`config.mk`:
```
export PLATFORM = sky130hd
export DESIGN_NAME = ifid_decode_reg
export DESIGN_NICKNAME = d
export VERILOG_FILES = /design/src/rtl/ifid_decode_reg.sv
export SDC_FILE = /design/constraint.sdc
export NUM_CORES = 1
export LEC_CHECK = 0
export CORE_AREA = 10 10 129 131
export CTS_CLUSTER_SIZE = 14
export DETAILED_ROUTE_END_ITERATION = 16
export DIE_AREA = 0 0 139 141
export HOLD_SLACK_MARGIN = 0.03
export PLACE_DENSITY = 0.68
export SYNTH_ARGS = -nofsm -noshare
export SYNTH_HDL_FRONTEND = slang
export SYNTH_SLANG_ARGS = --single-unit
```
`constraint.sdc`:
```
create_clock -name clk -period 2.3 [get_ports clk]
set_input_delay 0.575 -clock clk [delete_from_list [all_inputs] [get_ports clk]]
set_output_delay 0.575 -clock clk [all_outputs]
set_load 0.01 [all_outputs]
```
`src/rtl/ifid_decode_reg.sv`:
```
// ---------------------------------------------------------------------------
// ifid_decode_reg
//   IF/ID pipeline stage. Fetched {pc, instr} beats are registered behind a
//   valid/ready handshake. A main register drives the outputs and a skid
//   register absorbs the single beat that can arrive while the main register
//   is stalled, so in_ready is a pure register output.
//   The main instruction is split into MIPS fields and an extension-mode
//   code is decoded for the downstream 16->32 immediate extender.
//
// Ports
//   clk, rst_n          : clock (rising edge), synchronous active-low reset
//   in_valid/in_ready   : upstream handshake
//   in_pc, in_instr     : fetched beat
//   flush               : drop every held beat (taken branch/jump)
//   out_valid/out_ready : downstream handshake
//   out_pc, out_instr   : registered beat
//   out_op .. out_funct : MIPS field slices of out_instr
//   out_imm16           : instr[15:0] for the extender
//   out_ext_sel         : 00 sign, 01 zero, 10 upper (imm<<16)
// ---------------------------------------------------------------------------
module ifid_decode_reg #(
    parameter int PC_W    = 32,
    parameter int INSTR_W = 32
) (
    input  logic               clk,
    input  logic               rst_n,
    input  logic               in_valid,
    output logic               in_ready,
    input  logic [PC_W-1:0]    in_pc,
    input  logic [INSTR_W-1:0] in_instr,
    input  logic               flush,
    output logic               out_valid,
    input  logic               out_ready,
    output logic [PC_W-1:0]    out_pc,
    output logic [INSTR_W-1:0] out_instr,
    output logic [5:0]         out_op,
    output logic [4:0]         out_rs,
    output logic [4:0]         out_rt,
    output logic [4:0]         out_rd,
    output logic [4:0]         out_shamt,
    output logic [5:0]         out_funct,
    output logic [15:0]        out_imm16,
    output logic [1:0]         out_ext_sel
);

    localparam logic [5:0] OP_ANDI = 6'h0C;
    localparam logic [5:0] OP_ORI  = 6'h0D;
    localparam logic [5:0] OP_XORI = 6'h0E;
    localparam logic [5:0] OP_LUI  = 6'h0F;

    localparam logic [1:0] EXT_SIGN  = 2'b00;
    localparam logic [1:0] EXT_ZERO  = 2'b01;
    localparam logic [1:0] EXT_UPPER = 2'b10;

    logic               main_valid_reg;
    logic [PC_W-1:0]    main_pc_reg;
    logic [INSTR_W-1:0] main_instr_reg;
    logic               skid_valid_reg;
    logic [PC_W-1:0]    skid_pc_reg;
    logic [INSTR_W-1:0] skid_instr_reg;

    logic accept;
    logic emit;

    // in_ready depends only on the skid register, never on out_ready.
    assign in_ready  = !skid_valid_reg;
    assign out_valid = main_valid_reg;
    assign accept    = in_valid && in_ready;
    assign emit      = main_valid_reg && out_ready;

    always_ff @(posedge clk) begin
        if (!rst_n) begin
            main_valid_reg <= 1'b0;
            main_pc_reg    <= '0;
            main_instr_reg <= '0;
            skid_valid_reg <= 1'b0;
            skid_pc_reg    <= '0;
            skid_instr_reg <= '0;
        end else if (flush) begin
            // Data registers keep stale contents; only validity is cleared.
            main_valid_reg <= 1'b0;
            skid_valid_reg <= 1'b0;
        end else if (emit) begin
            if (skid_valid_reg) begin
                // Skid beat is older than anything upstream; it goes next.
                // No accept is possible here because in_ready is low.
                main_pc_reg    <= skid_pc_reg;
                main_instr_reg <= skid_instr_reg;
                skid_valid_reg <= 1'b0;
            end else if (accept) begin
                main_pc_reg    <= in_pc;
                main_instr_reg <= in_instr;
            end else begin
                main_valid_reg <= 1'b0;
            end
        end else if (accept) begin
            if (main_valid_reg) begin
                // Main is stalled: park the beat and drop in_ready.
                skid_pc_reg    <= in_pc;
                skid_instr_reg <= in_instr;
                skid_valid_reg <= 1'b1;
            end else begin
                main_pc_reg    <= in_pc;
                main_instr_reg <= in_instr;
                main_valid_reg <= 1'b1;
            end
        end
    end

    assign out_pc    = main_pc_reg;
    assign out_instr = main_instr_reg;
    assign out_op    = main_instr_reg[31:26];
    assign out_rs    = main_instr_reg[25:21];
    assign out_rt    = main_instr_reg[20:16];
    assign out_rd    = main_instr_reg[15:11];
    assign out_shamt = main_instr_reg[10:6];
    assign out_funct = main_instr_reg[5:0];
    assign out_imm16 = main_instr_reg[15:0];

    // Logical immediates are zero-extended, lui shifts up, everything else
    // (arithmetic, loads/stores, branches) sign-extends.
    always_comb begin
        out_ext_sel = EXT_SIGN;
        case (main_instr_reg[31:26])
            OP_ANDI, OP_ORI, OP_XORI: out_ext_sel = EXT_ZERO;
            OP_LUI:                   out_ext_sel = EXT_UPPER;
            default:                  out_ext_sel = EXT_SIGN;
        endcase
    end

endmodule
```
Word-level counts from Yosys, hierarchy flattened:

Index checks and enable logic that the tools add are counted.

* memory bits (read-only): 0
* flip-flop bits (word level): 130
* bits in writable memories: 0
* bits in latches: 0
* input port bits: 69
* memories: 0
* output and inout port bits: 116

* $lt $le $gt $ge: 0
* bitwise operators: 3
* shift operators: 0
* reductions and logical operators: 12
* divide/modulo/power cells: 0
* equality and inequality tests: 7
* add/sub/neg operators: 0
* multipliers: 0
* mux-type cells: 15

Operator list (number)
* 2-to-1 mux 32 bit: 10
* == test 6 x 4 -> 1 bit (second input constant): 4
* AND reduction 4 bit: 2
* OR reduction 3 bit: 2
* 2-to-1 mux 1 bit: 4
* inequality test 2 bit (second input constant): 2
* one-hot mux 2 bit (2 select lines): 1
* nonzero test 2 bit: 2
* NOT 1 bit: 3
* AND reduction 3 bit: 1
* logical AND 1 bit: 2
* inequality test 2 x 1 -> 1 bit (second input constant): 1
* AND reduction 2 bit: 1
* OR reduction 2 bit: 1
* logical NOT 1 bit: 1

Longest topological paths before layout:

Gate-level depths: netlist of the first run.

* word-level depth: 5
* gate-level depth with buffers: 7
* gate-level depth less buffers: 4

Worst setup path before layout of the first run:

Ideal clock, no wire load.

* kind: in2reg
* start point: in out_ready
* end point: reg skid_instr_reg[10]
* buffers on the path: 2
* required time: 2178 ps
* cell stages on the path: 5
* arrival time: 1539 ps
* path slack: 639 ps
* cells stage by stage: or4_1 > clkbuf_1 > buf_2 > nand2_1 > a21boi_0

* cells in the longest elaborated chain, start to end: 3

Ends and longest elaborated chain
* start, declared: RTL line 33 `input logic out_ready,`
* logical AND 1 bit: RTL line 69 `assign emit = main_valid_reg && out_ready;`
* NOT 1 bit (no source line)
* AND reduction 4 bit (no source line)
* end signal, assigned: RTL line 100 `skid_instr_reg <= in_instr;`
* end, declared: RTL line 60 `logic [INSTR_W-1:0] skid_instr_reg;`

No other way between the ends.
A chain may end at the register's enable or synchronous reset.

Final worst setup path of the first run:

* start point: reg main_instr_reg[30], in the netlist out_instr[30]
* end point: out out_ext_sel[1]

* cells in the longest elaborated chain, start to end: 3
* elaborated cells between the ends (all ways): 6
* classes of those cells: eq/ne: 4; mux: 1; reduce/logical: 1

Ends and longest elaborated chain
* start, declared: RTL line 57 `logic [INSTR_W-1:0] main_instr_reg;`
* start signal, assigned: RTL line 88 `main_instr_reg <= skid_instr_reg;`
* start signal, assigned: RTL line 92 `main_instr_reg <= in_instr;`
* start signal, assigned: RTL line 104 `main_instr_reg <= in_instr;`
* == test 6 x 4 -> 1 bit: RTL line 124 `case (main_instr_reg[31:26])`
* OR reduction 3 bit: RTL line 124
* one-hot mux 2 bit (2 select lines) (*): RTL line 124
* end, declared: RTL line 43 `output logic [1:0] out_ext_sel`

Every way passes the cells marked *; elsewhere a longest branch is shown, timed or not.

==> results of run 1 <==
-- worst reg2reg max path, stage by stage, from the launching register on --
cell and delay, ps:
dfxtp_1 440, nand2_1 120, or4_2 620, buf_4 240, nand2_1 100, a21boi_0 90
-- layout make-up --
type                       instances  area share, %
inverter                           2        0.09557
clock buffer                      23          6.212
sequential                       130          33.15
clock inverter                     6          1.019
tap                              184          2.931
multi-input combinational        466          29.32
timing repair buffer             207          27.24
antenna                            1        0.03186
-- power by group --
part           leakage [nW]  internal [mW]  switching, mW  total (mW)
Combinational          1.51          0.442          0.315       0.757
Clock                 0.285           1.68          0.901        2.58
Sequential             1.06           2.35         0.0689        2.42
-- stage by stage --
step | hold slack [ps] | total power, mW | setup TNS [ps]
2_1_floorplan | 435.3 | 2.806 | 0
3_3_place_gp | 441.1 | 3.217 | 0
3_5_place_dp | 446.2 | 3.228 | -273.2
4_1_cts | 453.7 | 5.826 | 0
5_1_grt | 474.3 | 6.015 | 0
6_report | 452.0 | 5.757 | 0
-- cell usage in the layout, fill, tap and decap left out --
master	synthesis	final
a21oi_1	2	2
nor4_4	1	1
clkdlybuf4s50_1	0	182
clkinv_2	0	4
nand2_1	260	260
a21boi_0	44	44
clkbuf_1	29	2
bufinv_16	0	2
or2_1	1	1
dfxtp_1	130	129
nand2b_1	1	1
a211oi_4	0	1
a31oi_1	64	64
diode_2	0	1
buf_4	55	14
clkbuf_16	0	17
buf_12	0	10
nand3_2	0	1
nor2_1	2	2
o21ai_0	9	9
dlymetal6s2s_1	0	1
nand4bb_1	1	1
nor2_4	0	1
o21ai_1	56	56
clkbuf_8	0	4
inv_1	2	2
a221oi_1	1	1
dfxtp_2	0	1
or4_2	0	1
a21boi_1	20	20
-- cells by family (layout without fill, tap and decap cells) --
family                 Yosys count  count (layout)  synth area share, %
AOI/OAI and AO/OA              197             197                22.47
buffers and inverters          104             238                11.25
DFF                            130             130                47.26
other                            0               1                    0
and+or+nand+nor                269             269                19.02
-- worst min-delay path by stage --
| stage | from | end | cells past startpoint |
|---|---|---|---|
| 5_1_grt | skid_pc_reg[28] | skid_pc_reg[28] | 2 |
| 2_1_floorplan | skid_pc_reg[11] | skid_pc_reg[11] | 2 |
| 3_3_place_gp | skid_pc_reg[29] | skid_pc_reg[29] | 2 |
| 3_5_place_dp | skid_pc_reg[28] | skid_pc_reg[28] | 2 |
| 6_report | skid_pc_reg[28] | skid_pc_reg[28] | 2 |
| 4_1_cts | skid_pc_reg[28] | skid_pc_reg[28] | 2 |
-- metal layers --
layer	global-route usage [%]	routed length (µm)	vias to the layer above
met5	0	0	-
met4	6.755	354	0
met3	5.845	1094	31
met2	25.98	7538	157
met1	17.73	6647	2344
li1	-	-	2544
==> impl_metrics.py, run 1 <==
metrics = {
    "run_status": {
        "status": "finished clean",
    },
    "clocking": {
        "clockRootBuffer": "clkbuf_16",
        "cts_resized": 0,
        "clock_latency_ps": 410,
        "cts_buffers": 17,
        "cts.htree.levels": 4,
        "cts_buffer_depth": 2,
        "hold_buffers": 0,
        "cts_setup_buffers": 0,
        "clkSinkCount": 130,
        "clk_pin_slew_ps": 50,
        "cts_tree": "built",
    },
    "floorplan": {
        "die-area_um2": 19600,
        "fp.dieW_um": 139,
        "core_area_um2": 14200,
        "dieHeight_um": 141,
        "start_util_pct": 38.77,
        "rows": 44,
        "pin_count": 185,
    },
    "placement": {
        "hpwl_mm": 11.18,
        "port_buffers": 184,
        "post-place-ws_ps": -37.47,
        "placed_cells": 989,
        "gp_routability_congestion": 0.7909,
        "place_area_um2": 7281,
    },
    "sta": {
        "finalSetupViolations": 0,
        "tightest_slew_ps": 449.1,
        "rsz0062_at_grt": "no",
        "period_needed_ps": 2171,
        "slew-limit-headroom_pct": 70.06,
        "final-hold-violation-count": 0,
        "fmax_mhz": 460.6,
        "drv_slew": 0,
        "fin_skew_ps": 5.538,
        "setup_ws_ps": 129.1,
        "fin_crit_sh_pct": 94.39,
    },
    "synth": {
        "avgSynthCellArea_um2": 7.866,
        "ys_seq_area_share_pct": 47.26,
        "synth_edf_count": 0,
        "synthArstFlopShare_pct": 0,
        "synth_common_cells": "nand2_1 (260), dfxtp_1 (130), a31oi_1 (64), o21ai_1 (56), buf_4 (55)",
        "synth_top_area_cell": "dfxtp_1",
        "ys_types": 22,
        "netlist_instances": 700,
        "ys_warn_count": 0,
        "synth-seq-cells": 130,
        "yosysMostFrequentCell": "nand2_1",
        "netlist_top_cells_area": "dfxtp_1 (47%), nand2_1 (18%), buf_4 (7.5%), a31oi_1 (7.3%), a21boi_0 (6.0%)",
        "syn_nets": 769,
        "syn-cell-area_um2": 5507,
        "synth_top_area_share_pct": 47.26,
        "ys.flop_type": "dfxtp_1",
    },
    "routing": {
        "firstDrtPassIters": 4,
        "drcViolationCount": 0,
        "vias_per_cell": 4.981,
        "drt-total-wl_mm": 15.64,
        "ant_nets": 0,
        "drt_first_iter_violations": 302,
        "vias": 5076,
        "wl_per_cell_um": 15.34,
    },
    "finish": {
        "fin_nets": 893,
        "fin_area_um2": 7855,
        "post-route-util_pct": 55.30,
        "layoutNonFillerInstCount": 1019,
        "seqCellArea_um2": 2604,
        "drive_above_1_share_pct": 6.835,
        "layout-area-overhead-vs-synth_pct": 42.65,
        "multi_input_area_um2": 2303,
        "fillerInstances": 1314,
    },
    "setup_path": {
        "path_max_fanout": 4,
        "worst_r2r_path_depth": 5,
        "cp_top_family": "buffers and inverters",
        "crit_end": "out_ext_sel[1]",
        "worstPathCellList": "nand4bb_1, nor2_1, clkdlybuf4s50_1",
        "crit_buf_inv": 1,
        "slowest_stage": "clkdlybuf4s50_1",
        "path_class": "reg -> out",
        "setup.worst_path.start": "out_instr[30]",
        "rr_startpoint": "out_valid",
        "worstPathRequired_ps": 1730,
        "critPathArrivalTime_ps": 1600,
        "max_stage_delay_ps": 550,
        "rr_endpoint": "skid_instr_reg[6]",
        "critPathLaunchType": "flip-flop",
        "cp.depth": 3,
        "reg2reg_setup_slack_ps": 560,
        "worst_setup_path_end_kind": "output port",
    },
    "global_route": {
        "grt_pass1_vias": 5101,
        "antenna_found_initial": 1,
        "gr-total-overflow": 0,
        "grt_pass1_wl_mm": 25.50,
        "grt_use_total_pct": 15.67,
        "grt_max_degree": 81,
    },
    "flow_run": {
        "drv_cap": 0,
    },
    "power_and_ir_drop": {
        "ir_drop_uv": 471.6,
        "leakage_nw": 2.859,
        "p_per_area_nw_per_um2": 732.9,
    },
    "worst_hold_path": {
        "hold_path_class": "reg -> reg",
    },
}
Note: power is estimated with default switching activity, not from simulation.
==> inputs of run 2 (changes only) <==
==> config.mk (replaced) <==
export PLATFORM = sky130hd
export DESIGN_NAME = ifid_decode_reg
export DESIGN_NICKNAME = d
export VERILOG_FILES = /design/src/rtl/ifid_decode_reg.sv
export SDC_FILE = /design/constraint.sdc
export NUM_CORES = 1
export LEC_CHECK = 0
export ABC_AREA = 1
export CORE_AREA = 2 2 117 147
export CTS_CLUSTER_SIZE = 14
export DETAILED_ROUTE_END_ITERATION = 16
export DIE_AREA = 0 0 119 149
export HOLD_SLACK_MARGIN = 0.03
export PLACE_DENSITY = 0.66
export SYNTH_ARGS = -nofsm -noshare
export SYNTH_HDL_FRONTEND = slang
export SYNTH_SLANG_ARGS = --single-unit
==> run 2 against run 1 <==
Compared with the run above:
- synthesized cell count rose by 37%
- flip-flop and latch count did not move
- sequential share of layout area fell by 2.4 points
- worst hold slack improved by 31 ps
- utilization fell by 4.0 points
- first-iteration DRC count rose by 12%
- via count rose by 12%
- critical path depth rose by 1
- routed wire length fell by 4.5%
- clock power fell by 2%
- count of clock-buffer cells in the layout rose by 1
- largest power group unchanged
- critical path type unchanged
==> impl_metrics.py, run 2 <==
metrics = {
    "sta": {
        "period_needed_ps": 2223,
        "rsz0062_at_grt": "no",
        "tns_ps": 0,
        "final-hold-violation-count": 0,
        "fin_skew_ps": 9.698,
        "slew-limit-headroom_pct": 68.40,
        "tightest_slew_ps": 474.0,
        "fmax_mhz": 449.8,
        "finalSetupViolations": 0,
        "drv_slew": 0,
        "fin_crit_sh_pct": 96.66,
    },
    "setup_path": {
        "cp_top_family": "buffers and inverters",
        "path_max_fanout": 3,
        "crit_buf_inv": 2,
        "critPathLaunchType": "flip-flop",
        "worst_r2r_path_depth": 8,
        "worstPathCellList": "inv_1, nand4_1, a21oi_1, clkdlybuf4s50_1",
        "reg2reg_setup_slack_ps": 800,
        "slowest_stage": "clkdlybuf4s50_1",
        "max_stage_delay_ps": 560,
        "rr_startpoint": "out_valid",
        "cp.depth": 4,
        "rr_endpoint": "out_instr[7]",
        "worstPathRequired_ps": 1730,
        "critPathArrivalTime_ps": 1650,
        "worst_setup_path_end_kind": "output port",
        "path_class": "reg -> out",
    },
    "power_and_ir_drop": {
        "seqPwrFrac_pct": 42.3,
        "internal_power_mw": 4.348,
        "p_clk_share_pct": 44.7,
        "swShare_pct": 23.38,
        "ir_drop_uv": 365.9,
        "p_switching_mw": 1.327,
        "power.share.combinational_pct": 13.0,
        "p_per_area_nw_per_um2": 669.9,
        "leakage_nw": 3.859,
    },
    "finish": {
        "drive_above_1_share_pct": 10.15,
        "fillerInstances": 1613,
        "post-route-util_pct": 51.30,
        "antenna_cells": 0,
        "final_cell_mix": "nand2_1 (262), nor2_1 (258), clkdlybuf4s50_1 (182)",
        "fin_nets": 1143,
        "layout-area-overhead-vs-synth_pct": 32.67,
        "final_common_cell": "nand2_1",
        "layoutNonFillerInstCount": 1304,
    },
    "floorplan": {
        "rows": 53,
        "dieHeight_um": 149,
        "pin_count": 185,
        "start_util_pct": 38.67,
        "die-area_um2": 17730,
        "core_area_um2": 16510,
        "fp.dieW_um": 119,
    },
    "placement": {
        "gp_routability_congestion": 0.7698,
        "placed_cells": 1275,
        "port_buffers": 184,
        "hpwl_mm": 9.299,
    },
    "worst_hold_path": {
        "hold_path_class": "reg -> reg",
        "min_from": "skid_instr_reg[31]",
        "whs_path_depth": 2,
        "holdPathEnd": "skid_instr_reg[31]",
    },
    "clocking": {
        "cts_buffer_depth": 2,
        "clkSinkCount": 130,
        "clk_pin_slew_ps": 50,
        "cts_setup_buffers": 0,
        "clockRootBuffer": "clkbuf_16",
        "clock_latency_ps": 410,
        "cts_tree": "built",
        "hold_buffers": 0,
        "cts.htree.levels": 4,
        "cts_buffers": 17,
    },
    "flow_run": {
        "drv_cap": 0,
    },
    "routing": {
        "drcViolationCount": 0,
        "vias_per_cell": 4.354,
        "wl_per_cell_um": 11.46,
        "firstDrtPassIters": 5,
        "drt-total-wl_mm": 14.94,
        "ant_nets": 0,
        "drt_first_iter_violations": 337,
        "vias": 5678,
    },
    "synth": {
        "muxShareOfSynthArea_pct": 0,
        "netlist_instances": 960,
        "synth_top_family_by_area": "simple AND/OR/NAND/NOR gates",
        "synth_common_cells": "nand2_1 (263), nor2_1 (258), dfxtp_1 (130), inv_1 (68), o21ai_0 (64)",
        "synth_fa_ha_area_share_pct": 0,
        "synth-seq-cells": 130,
        "syn_nets": 1029,
        "yosysMostFrequentCell": "nand2_1",
        "avgSynthCellArea_um2": 6.651,
        "syn-cell-area_um2": 6385,
        "synth_top_area_share_pct": 40.76,
        "ys_types": 18,
        "ys.flop_type": "dfxtp_1",
        "synth_compound_area_share_pct": 5.330,
        "ys_seq_area_share_pct": 40.76,
        "synthArstFlopShare_pct": 0,
        "synthSimpleGateAreaFrac_pct": 37.29,
        "synth_top_area_cell": "dfxtp_1",
        "synth_xor_area_share_pct": 0,
        "synth_edf_count": 0,
        "ys_warn_count": 0,
        "netlist_top_cells_area": "dfxtp_1 (41%), nand2_1 (15%), nor2_1 (15%), nand2_2 (6.0%), buf_4 (5.8%)",
    },
    "global_route": {
        "gr-total-overflow": 0,
        "grt_pass1_wl_mm": 25.03,
        "grt_use_total_pct": 17.58,
        "grt_pass1_vias": 5112,
        "antenna_found_initial": 0,
        "grt_max_degree": 79,
    },
    "run_status": {
        "status": "finished clean",
    },
}
run 2: cell types whose count changed in the layout (fill, tap and decap cells not counted), moves of 20 or more:
cell,delta
a21boi_0,-44
a31oi_1,-64
nand2_2,+61
inv_1,+66
a21boi_1,-20
nor2_1,+256
o21ai_0,+55
o21ai_1,-56
run 2: power groups by stage:
stage	Sequential [mW]	Clock [mW]	Combinational [mW]
finish	2.40	2.54	0.739
global route	2.41	2.72	0.825
CTS	2.40	2.62	0.746
detailed placement	2.45	0	0.741
global placement	2.44	0	0.738
floorplan	2.47	0	0.379
run 2: what timing repair did:
item,4_1_cts,5_1_grt
endpoints found under the setup margin,1,1
pin swaps,0,0
resized for setup,1,2
run 2: worst max-delay path by stage:
stage,start,endpoint
final,out_instr[30],out_ext_sel[0]
after global routing,out_instr[30],out_ext_sel[0]
after CTS,out_instr[28],out_ext_sel[0]
after detailed placement,in_valid,skid_instr_reg[14]
after global placement,in_valid,skid_instr_reg[12]
after floorplan,in_valid,skid_instr_reg[10]
run 2: layout make-up:
class                   count  area, µm²  share of cell area (%)
clock buffers              24      501.7                   5.923
clock inverters             5      52.55                  0.6204
inverters                  71      266.5                   3.146
multi-input cells         657       2734                   32.27
flip-flops and latches    130       2605                   30.75
well taps                 220      275.3                   3.250
repair buffers            197       2036                   24.03
run 2: cell families after synthesis:
| family | Yosys count |
|---|---|
| simple gates | 589 |
| buf+inv | 173 |
| flops | 130 |
| compound gates | 68 |
run 2: per-stage QoR:
step | hold WS, ps | setup WS [ps] | instance area [µm²] | power [mW]
after CTS | 487.6 | 22.58 | 8468 | 5.761
after global routing | 508.1 | 8.645 | 8471 | 5.952
after floorplan | 455.4 | 855.9 | 6385 | 2.847
final | 482.6 | 76.91 | 8471 | 5.674
after global placement | 464.9 | 176.0 | 7915 | 3.182
after detailed placement | 474.8 | 183.3 | 7915 | 3.188
run 2: routing by layer:
layer,GRT usage (%),wire [µm]
met4,5.595,174
met3,4.358,656
met5,0,0
met2,28.33,7017
met1,23.18,7091
run 2: worst min-delay path, delay by kind of cell, from the launching register on:
family,cells,cell delay (ps)
flip-flops,1,320
AND/OR/NAND/NOR,2,130
==> inputs of run 3 (changes only) <==
--- a/config.mk
+++ b/config.mk
@@ -6,8 +6,9 @@
 export NUM_CORES = 1
 export LEC_CHECK = 0
 export ABC_AREA = 1
+export CAP_MARGIN = 20
 export CORE_AREA = 2 2 117 147
-export CTS_CLUSTER_SIZE = 14
+export CTS_CLUSTER_SIZE = 16
 export DETAILED_ROUTE_END_ITERATION = 16
 export DIE_AREA = 0 0 119 149
 export HOLD_SLACK_MARGIN = 0.03
==> results of run 3 <==
The final DEF is identical to that of run 2; final timing and power are the same.
